File: src/rtl/div_sched.sv
// ---------------------------------------------------------------------------
// div_sched
//   Sequencer between the execute stage and an iterative divider. Accepts
//   DIVU/DIV/MTHI/MTLO ops with a valid/ready handshake, holds the divider
//   start level for the whole operation and owns the HI/LO registers.
//   Uncommitted divisions are aborted on flush; divide-by-zero is answered
//   locally (LO=all ones, HI=dividend) without starting the divider.
//
// Ports
//   clk, resetn                   core clock, async active-low reset
//   req_valid/req_ready           op handshake
//   req_op                        0=DIVU 1=DIV 2=MTHI 3=MTLO
//   req_x, req_y                  dividend (MTxx source), divisor
//   commit                        in-flight division passed commit point
//   flush                         pipeline flush
//   rd_sel, rd_valid              MFxx read: 0=LO 1=HI
//   rd_data, rd_stall             read data (forwarded), retry request
//   div_go/signed/x/y/kill        divider control
//   div_complete, div_s, div_r    divider done pulse, quotient, remainder
//   resp_valid                    HI/LO written by a division (1 cycle)
//   busy                          sequencer not idle
//   err_timeout                   sticky divider timeout flag
// ---------------------------------------------------------------------------
module div_sched #(
  parameter int unsigned TIMEOUT = 48
) (
  input  logic        clk,
  input  logic        resetn,
  input  logic        req_valid,
  input  logic [1:0]  req_op,
  input  logic [31:0] req_x,
  input  logic [31:0] req_y,
  output logic        req_ready,
  input  logic        commit,
  input  logic        flush,
  input  logic        rd_sel,
  input  logic        rd_valid,
  output logic [31:0] rd_data,
  output logic        rd_stall,
  output logic        div_go,
  output logic        div_signed,
  output logic [31:0] div_x,
  output logic [31:0] div_y,
  output logic        div_kill,
  input  logic        div_complete,
  input  logic [31:0] div_s,
  input  logic [31:0] div_r,
  output logic        resp_valid,
  output logic        busy,
  output logic        err_timeout
);

  typedef enum logic [1:0] {
    ST_IDLE = 2'd0,
    ST_BUSY = 2'd1,
    ST_GAP  = 2'd2
  } state_e;

  localparam logic [1:0] OP_DIVU = 2'd0;
  localparam logic [1:0] OP_DIV  = 2'd1;
  localparam logic [1:0] OP_MTHI = 2'd2;
  localparam logic [1:0] OP_MTLO = 2'd3;

  localparam int unsigned CW = $clog2(TIMEOUT + 1);
  localparam logic [CW-1:0] CNT_LAST = CW'(TIMEOUT - 1);

  state_e        state_q, state_d;
  logic [31:0]   hi_q, hi_d;
  logic [31:0]   lo_q, lo_d;
  logic [31:0]   x_q, x_d;
  logic [31:0]   y_q, y_d;
  logic          signed_q, signed_d;
  logic          committed_q, committed_d;
  logic [CW-1:0] cnt_q, cnt_d;
  logic          resp_q, resp_d;
  logic          err_q, err_d;

  // Commit arriving in the same cycle as a flush still protects the division.
  logic committed_now;
  assign committed_now = committed_q | commit;

  // NOTE: every signal driven here gets a default first, so no path can
  // leave it unassigned and infer a latch.
  always_comb begin
    state_d     = state_q;
    hi_d        = hi_q;
    lo_d        = lo_q;
    x_d         = x_q;
    y_d         = y_q;
    signed_d    = signed_q;
    committed_d = committed_q;
    cnt_d       = cnt_q;
    resp_d      = 1'b0;
    err_d       = err_q;
    div_kill    = 1'b0;

    unique case (state_q)
      ST_IDLE: begin
        if (req_valid) begin
          unique case (req_op)
            OP_MTHI: hi_d = req_x;
            OP_MTLO: lo_d = req_x;
            default: begin  // OP_DIVU, OP_DIV
              if (req_y == 32'd0) begin
                lo_d   = 32'hFFFF_FFFF;
                hi_d   = req_x;
                resp_d = 1'b1;
              end else begin
                x_d         = req_x;
                y_d         = req_y;
                signed_d    = (req_op == OP_DIV);
                committed_d = commit;
                cnt_d       = '0;
                state_d     = ST_BUSY;
              end
            end
          endcase
        end
      end

      ST_BUSY: begin
        cnt_d       = cnt_q + 1'b1;
        committed_d = committed_now;
        // Uncommitted flush beats a same-cycle completion: result discarded.
        if (flush && !committed_now) begin
          div_kill = 1'b1;
          state_d  = ST_GAP;
        end else if (div_complete) begin
          lo_d    = div_s;
          hi_d    = div_r;
          resp_d  = 1'b1;
          state_d = ST_GAP;
        end else if (cnt_q == CNT_LAST) begin
          err_d   = 1'b1;
          state_d = ST_GAP;
        end
      end

      ST_GAP: begin
        // One cycle with div_go low lets the divider return to idle.
        cnt_d   = '0;
        state_d = ST_IDLE;
      end

      default: state_d = ST_IDLE;
    endcase
  end

  // NOTE: sequential state uses non-blocking assignments only, so every
  // register samples the pre-edge value of every other register.
  always_ff @(posedge clk or negedge resetn) begin
    if (!resetn) begin
      state_q     <= ST_IDLE;
      hi_q        <= '0;
      lo_q        <= '0;
      x_q         <= '0;
      y_q         <= '0;
      signed_q    <= 1'b0;
      committed_q <= 1'b0;
      cnt_q       <= '0;
      resp_q      <= 1'b0;
      err_q       <= 1'b0;
    end else begin
      state_q     <= state_d;
      hi_q        <= hi_d;
      lo_q        <= lo_d;
      x_q         <= x_d;
      y_q         <= y_d;
      signed_q    <= signed_d;
      committed_q <= committed_d;
      cnt_q       <= cnt_d;
      resp_q      <= resp_d;
      err_q       <= err_d;
    end
  end

  // Read port: registers already hold the fresh result during GAP; in IDLE a
  // same-cycle MTxx to the selected register is forwarded.
  always_comb begin
    rd_data = rd_sel ? hi_q : lo_q;
    if (state_q == ST_IDLE && req_valid) begin
      if (req_op == OP_MTHI && rd_sel)  rd_data = req_x;
      if (req_op == OP_MTLO && !rd_sel) rd_data = req_x;
    end
  end

  assign rd_stall    = rd_valid && (state_q == ST_BUSY);
  assign req_ready   = (state_q == ST_IDLE);
  assign busy        = (state_q != ST_IDLE);
  assign div_go      = (state_q == ST_BUSY);
  assign div_signed  = signed_q;
  assign div_x       = x_q;
  assign div_y       = y_q;
  assign resp_valid  = resp_q;
  assign err_timeout = err_q;

endmodule

File: config.mk
export PLATFORM = sky130hd
export DESIGN_NAME = div_sched
export DESIGN_NICKNAME = d
export VERILOG_FILES = /design/src/rtl/div_sched.sv
export SDC_FILE = /design/constraint.sdc
export NUM_CORES = 1
export LEC_CHECK = 0
export CORE_ASPECT_RATIO = 0.7
export CORE_MARGIN = 8
export CORE_UTILIZATION = 25
export DETAILED_ROUTE_END_ITERATION = 10
export PLACE_DENSITY = 0.61
export SYNTH_ARGS = -nofsm -noshare
export SYNTH_HDL_FRONTEND = slang
export SYNTH_SLANG_ARGS = --single-unit
File: constraint.sdc
create_clock -name clk -period 3.5 [get_ports clk]
set_input_delay 0.7 -clock clk [delete_from_list [all_inputs] [get_ports clk]]
set_output_delay 0.7 -clock clk [all_outputs]
set_load 0.03 [all_outputs]
==> impl_metrics.xml <==
<?xml version="1.0" encoding="UTF-8"?>
<metrics>
  <group name="run_status">
    <metric name="run_status" unit="">completed</metric>
  </group>
  <group name="cts">
    <metric name="cts-resized-gates" unit="">0</metric>
    <metric name="clkSinkCount" unit="">140</metric>
    <metric name="cts_root_cell" unit="">clkbuf_16</metric>
    <metric name="cts_tree" unit="">built</metric>
    <metric name="clock_path_buffers" unit="">2</metric>
    <metric name="cts_inserted_buffers" unit="">17</metric>
    <metric name="clkLatencyLatePin" unit="ns">0.43</metric>
    <metric name="clkTransAtPathRegs" unit="ns">0.06</metric>
    <metric name="cts_htree_levels" unit="">4</metric>
    <metric name="buffers_inserted_during_post_cts_setup_optimization" unit="">0</metric>
    <metric name="post_cts_hold_buffer_count" unit="">0</metric>
  </group>
  <group name="yosys">
    <metric name="synthDominantAreaCellType" unit="">dfrtp_1</metric>
    <metric name="seq_area_frac_synth" unit="%">53.2</metric>
    <metric name="yosys_cell_types" unit="">39</metric>
    <metric name="syn-cell-area" unit="um^2">6590</metric>
    <metric name="synth_warnings" unit="">0</metric>
    <metric name="number_of_register_bits_inferred_by_synthesis" unit="">140</metric>
    <metric name="asyncSetResetFlopFracSynth" unit="%">100</metric>
    <metric name="netlist.area_leader.share" unit="%">53.2</metric>
    <metric name="syn-num-nets" unit="">785</metric>
    <metric name="ys_top_cells_by_area" unit="">dfrtp_1 53%, mux2_2 11%, nand2_1 5.9%, a21oi_1 5.0%, mux2i_1 4.9%</metric>
    <metric name="synthFlopType" unit="">dfrtp_1</metric>
    <metric name="syn_avg_cell_area" unit="um^2">10.2</metric>
    <metric name="synth-edff-count" unit="">0</metric>
    <metric name="synth_cells" unit="">646</metric>
  </group>
  <group name="final_layout">
    <metric name="mostFrequentLayoutCell" unit="">clkdlybuf4s50_1</metric>
    <metric name="final_cell_area" unit="um^2">10100</metric>
    <metric name="insertedDiodeCount" unit="">0</metric>
    <metric name="areaGrowthSynthToFinish" unit="%">52.6</metric>
    <metric name="layout.cells.most_common_list" unit="">207 x clkdlybuf4s50_1, 140 x dfrtp_1, 104 x nand2_1, 66 x a21oi_1, 64 x mux2_2</metric>
    <metric name="drive_above_1_share" unit="%">17.4</metric>
    <metric name="design.final.nets" unit="">1012</metric>
    <metric name="post_layout_nonfiller_instances" unit="">1241</metric>
  </group>
  <group name="grt">
    <metric name="global_route_wire_length_before_repair" unit="mm">37.0</metric>
    <metric name="grt_overflow" unit="">0</metric>
    <metric name="grt_pass1_vias" unit="">5894</metric>
    <metric name="grtUsageTotal" unit="%">14.9</metric>
    <metric name="antenna_violations_before_repair" unit="">0</metric>
    <metric name="grt_start_max_net_pins" unit="">62</metric>
  </group>
  <group name="place">
    <metric name="pre_cts_slack" unit="ns">0.288</metric>
    <metric name="gp_congestion" unit="">0.777</metric>
    <metric name="post_dp_cell_area" unit="um^2">9430</metric>
    <metric name="final_hpwl_dp" unit="mm">16.7</metric>
    <metric name="port-buffer-count" unit="">241</metric>
    <metric name="placed_cells_incl_taps" unit="">1211</metric>
  </group>
  <group name="floorplan">
    <metric name="fp.coreArea" unit="um^2">25800</metric>
    <metric name="floorplan.io_pins" unit="">242</metric>
    <metric name="floorplan.initialDensity" unit="%">25.5</metric>
    <metric name="dieWidth" unit="um">210</metric>
    <metric name="die_h" unit="um">152</metric>
    <metric name="die_area" unit="um^2">31900</metric>
    <metric name="core.rowCount" unit="">49</metric>
  </group>
  <group name="routing">
    <metric name="antenna_violating_nets_post_route" unit="">0</metric>
    <metric name="via_per_inst" unit="">4.64</metric>
    <metric name="final_routed_wire_length_divided_by_cell_count" unit="um">19.1</metric>
    <metric name="firstDrtPassIters" unit="">5</metric>
    <metric name="drt_iter0_markers" unit="">335</metric>
    <metric name="routed-via-count" unit="">5761</metric>
    <metric name="totalWireLength" unit="mm">23.7</metric>
    <metric name="post-route-drc-count" unit="">0</metric>
  </group>
  <group name="worst_setup_path">
    <metric name="required_arrival_time_at_the_worst_endpoint" unit="ns">2.80</metric>
    <metric name="critPathLaunchType" unit="">primary input</metric>
    <metric name="worstPathMaxFanout" unit="">60</metric>
    <metric name="timing.critical_path.slowest_stage_cell" unit="">clkdlybuf4s50_1</metric>
    <metric name="worst-setup-path-type" unit="">in2out</metric>
    <metric name="max_stage_delay" unit="ns">0.49</metric>
    <metric name="critPathCaptureType" unit="">output port</metric>
    <metric name="timing.critical_path.arrival" unit="ns">2.43</metric>
    <metric name="worstPathCellList" unit="">clkdlybuf4s50_1 &gt; xor2_1 &gt; nand4_1 &gt; buf_12 &gt; a21oi_1 &gt; buf_4</metric>
  </group>
  <group name="timing">
    <metric name="rsz0062_at_grt" unit="">false</metric>
    <metric name="final-hold-violation-count" unit="">0</metric>
    <metric name="worst_slew_pin_slew" unit="ns">0.968</metric>
    <metric name="fmax" unit="MHz">319</metric>
    <metric name="layout_worst_path_cycle_share" unit="%">89.6</metric>
    <metric name="final_period_minus_worst_setup_slack" unit="ns">3.13</metric>
    <metric name="slew-limit-headroom" unit="%">35.4</metric>
    <metric name="setup_violations" unit="">0</metric>
    <metric name="worst_clock_skew" unit="ns">0.00786</metric>
    <metric name="final_max_slew_viol_count" unit="">0</metric>
    <metric name="finalSetupTns" unit="ns">0</metric>
    <metric name="setup_slack" unit="ns">0.365</metric>
    <metric name="worst_case_hold_slack" unit="ns">0.271</metric>
  </group>
  <group name="job">
    <metric name="max_cap_viol_count" unit="">0</metric>
  </group>
  <group name="power">
    <metric name="cellLeakagePower" unit="uW">0.00419</metric>
    <metric name="cellPowerDensity" unit="nW/um^2">840</metric>
    <metric name="ir_drop" unit="mV">0.339</metric>
  </group>
  <group name="min_path">
    <metric name="worst_hold_path_type" unit="">in2async</metric>
  </group>
</metrics>
## cells in the mapped netlist, types with 2 or more instances
library cell and number:
o22ai_1 32, buf_2 7, inv_1 5, mux2_2 64, nor4_1 10, nand3_1 4, a21oi_1 66, nor2_1 42
nand4_1 2, nand2_1 104, o21ai_0 36, and2_1 2, mux2_1 2, a31oi_1 32, buf_6 3, nor2b_1 3
mux2i_1 32, xor2_1 3, dfrtp_1 140, clkbuf_1 38
## sequential cells by signal, indices dropped and copies added, names as in the netlist
| name | flops |
|---|---|
| cnt_q | 6 |
| committed_q | 1 |
| div_signed | 1 |
| div_x | 32 |
| div_y | 32 |
| err_timeout | 1 |
| hi_q | 32 |
| lo_q | 32 |
| resp_valid | 1 |
| state_q | 2 |
## per-stage QoR
step	utilization [%]	power, uW
6_report	39.0	8450
5_1_grt	39.0	8950
4_1_cts	39.0	8570
3_5_place_dp	36.5	6560
3_3_place_gp	36.5	6520
2_1_floorplan	-	4870
## metal layers
| layer | track usage (%) | wire, um | share of wire (%) |
|---|---|---|---|
| met1 | 19.9 | 11200 | 47 |
| met2 | 22.7 | 10500 | 44 |
| met3 | 5.16 | 1820 | 7.7 |
| met4 | 3.48 | 210 | 0.89 |
| met5 | 0 | 0 | 0 |
## final timing paths
path	from	end	slack [ns]	depth (start not counted)
worst max register to register	state_q[1]	lo_q[12]	1.12	4
worst min-delay path	resetn	err_timeout	0.27	1
worst min register to register	lo_q[31]	lo_q[31]	0.48	2
min in group clk	lo_q[31]	lo_q[31]	0.48	2
max in group asynchronous	resetn	hi_q[8]	2.56	2
worst max-delay path	req_op[0]	rd_data[12]	0.37	6
## cells by family (layout without fill, tap and decap cells)
logic type               count (synthesis)  after routing  share of synthesized area (%)
multiplexers                            98             98                           16.1
flip-flops                             140            140                           53.2
AND/OR/NAND/NOR                        174            174                           11.2
adder cells (fa/ha/maj)                  1              1                          0.190
buffers and inverters                   54            292                           3.61
AO/OA/AOI/OAI                          176            176                           15.3
XOR/XNOR                                 3              3                          0.399
## report_power, final
part           switching [uW]  internal (uW)  total [uW]
Sequential                370           2310        2680
Combinational            2180           1630        3810
Clock                     716           1240        1960
Total                    3260           5180        8450
## area by class of cell
class                      instances  area (um^2)
timing repair buffer             257         2560
multi-input combinational        452         2900
sequential                       140         3500
tap                              357          447
inverter                           5         18.8
clock buffer                      20          467
clock inverter                    10          165
fill                            2563        15800
## critical path: cells and delay by family
family	cells	cell delay [ns]
buf+inv	3	0.94
xor+xnor	1	0.26
simple gates	1	0.22
compound gates	1	0.26
Note: power is estimated with default switching activity, not from simulation.
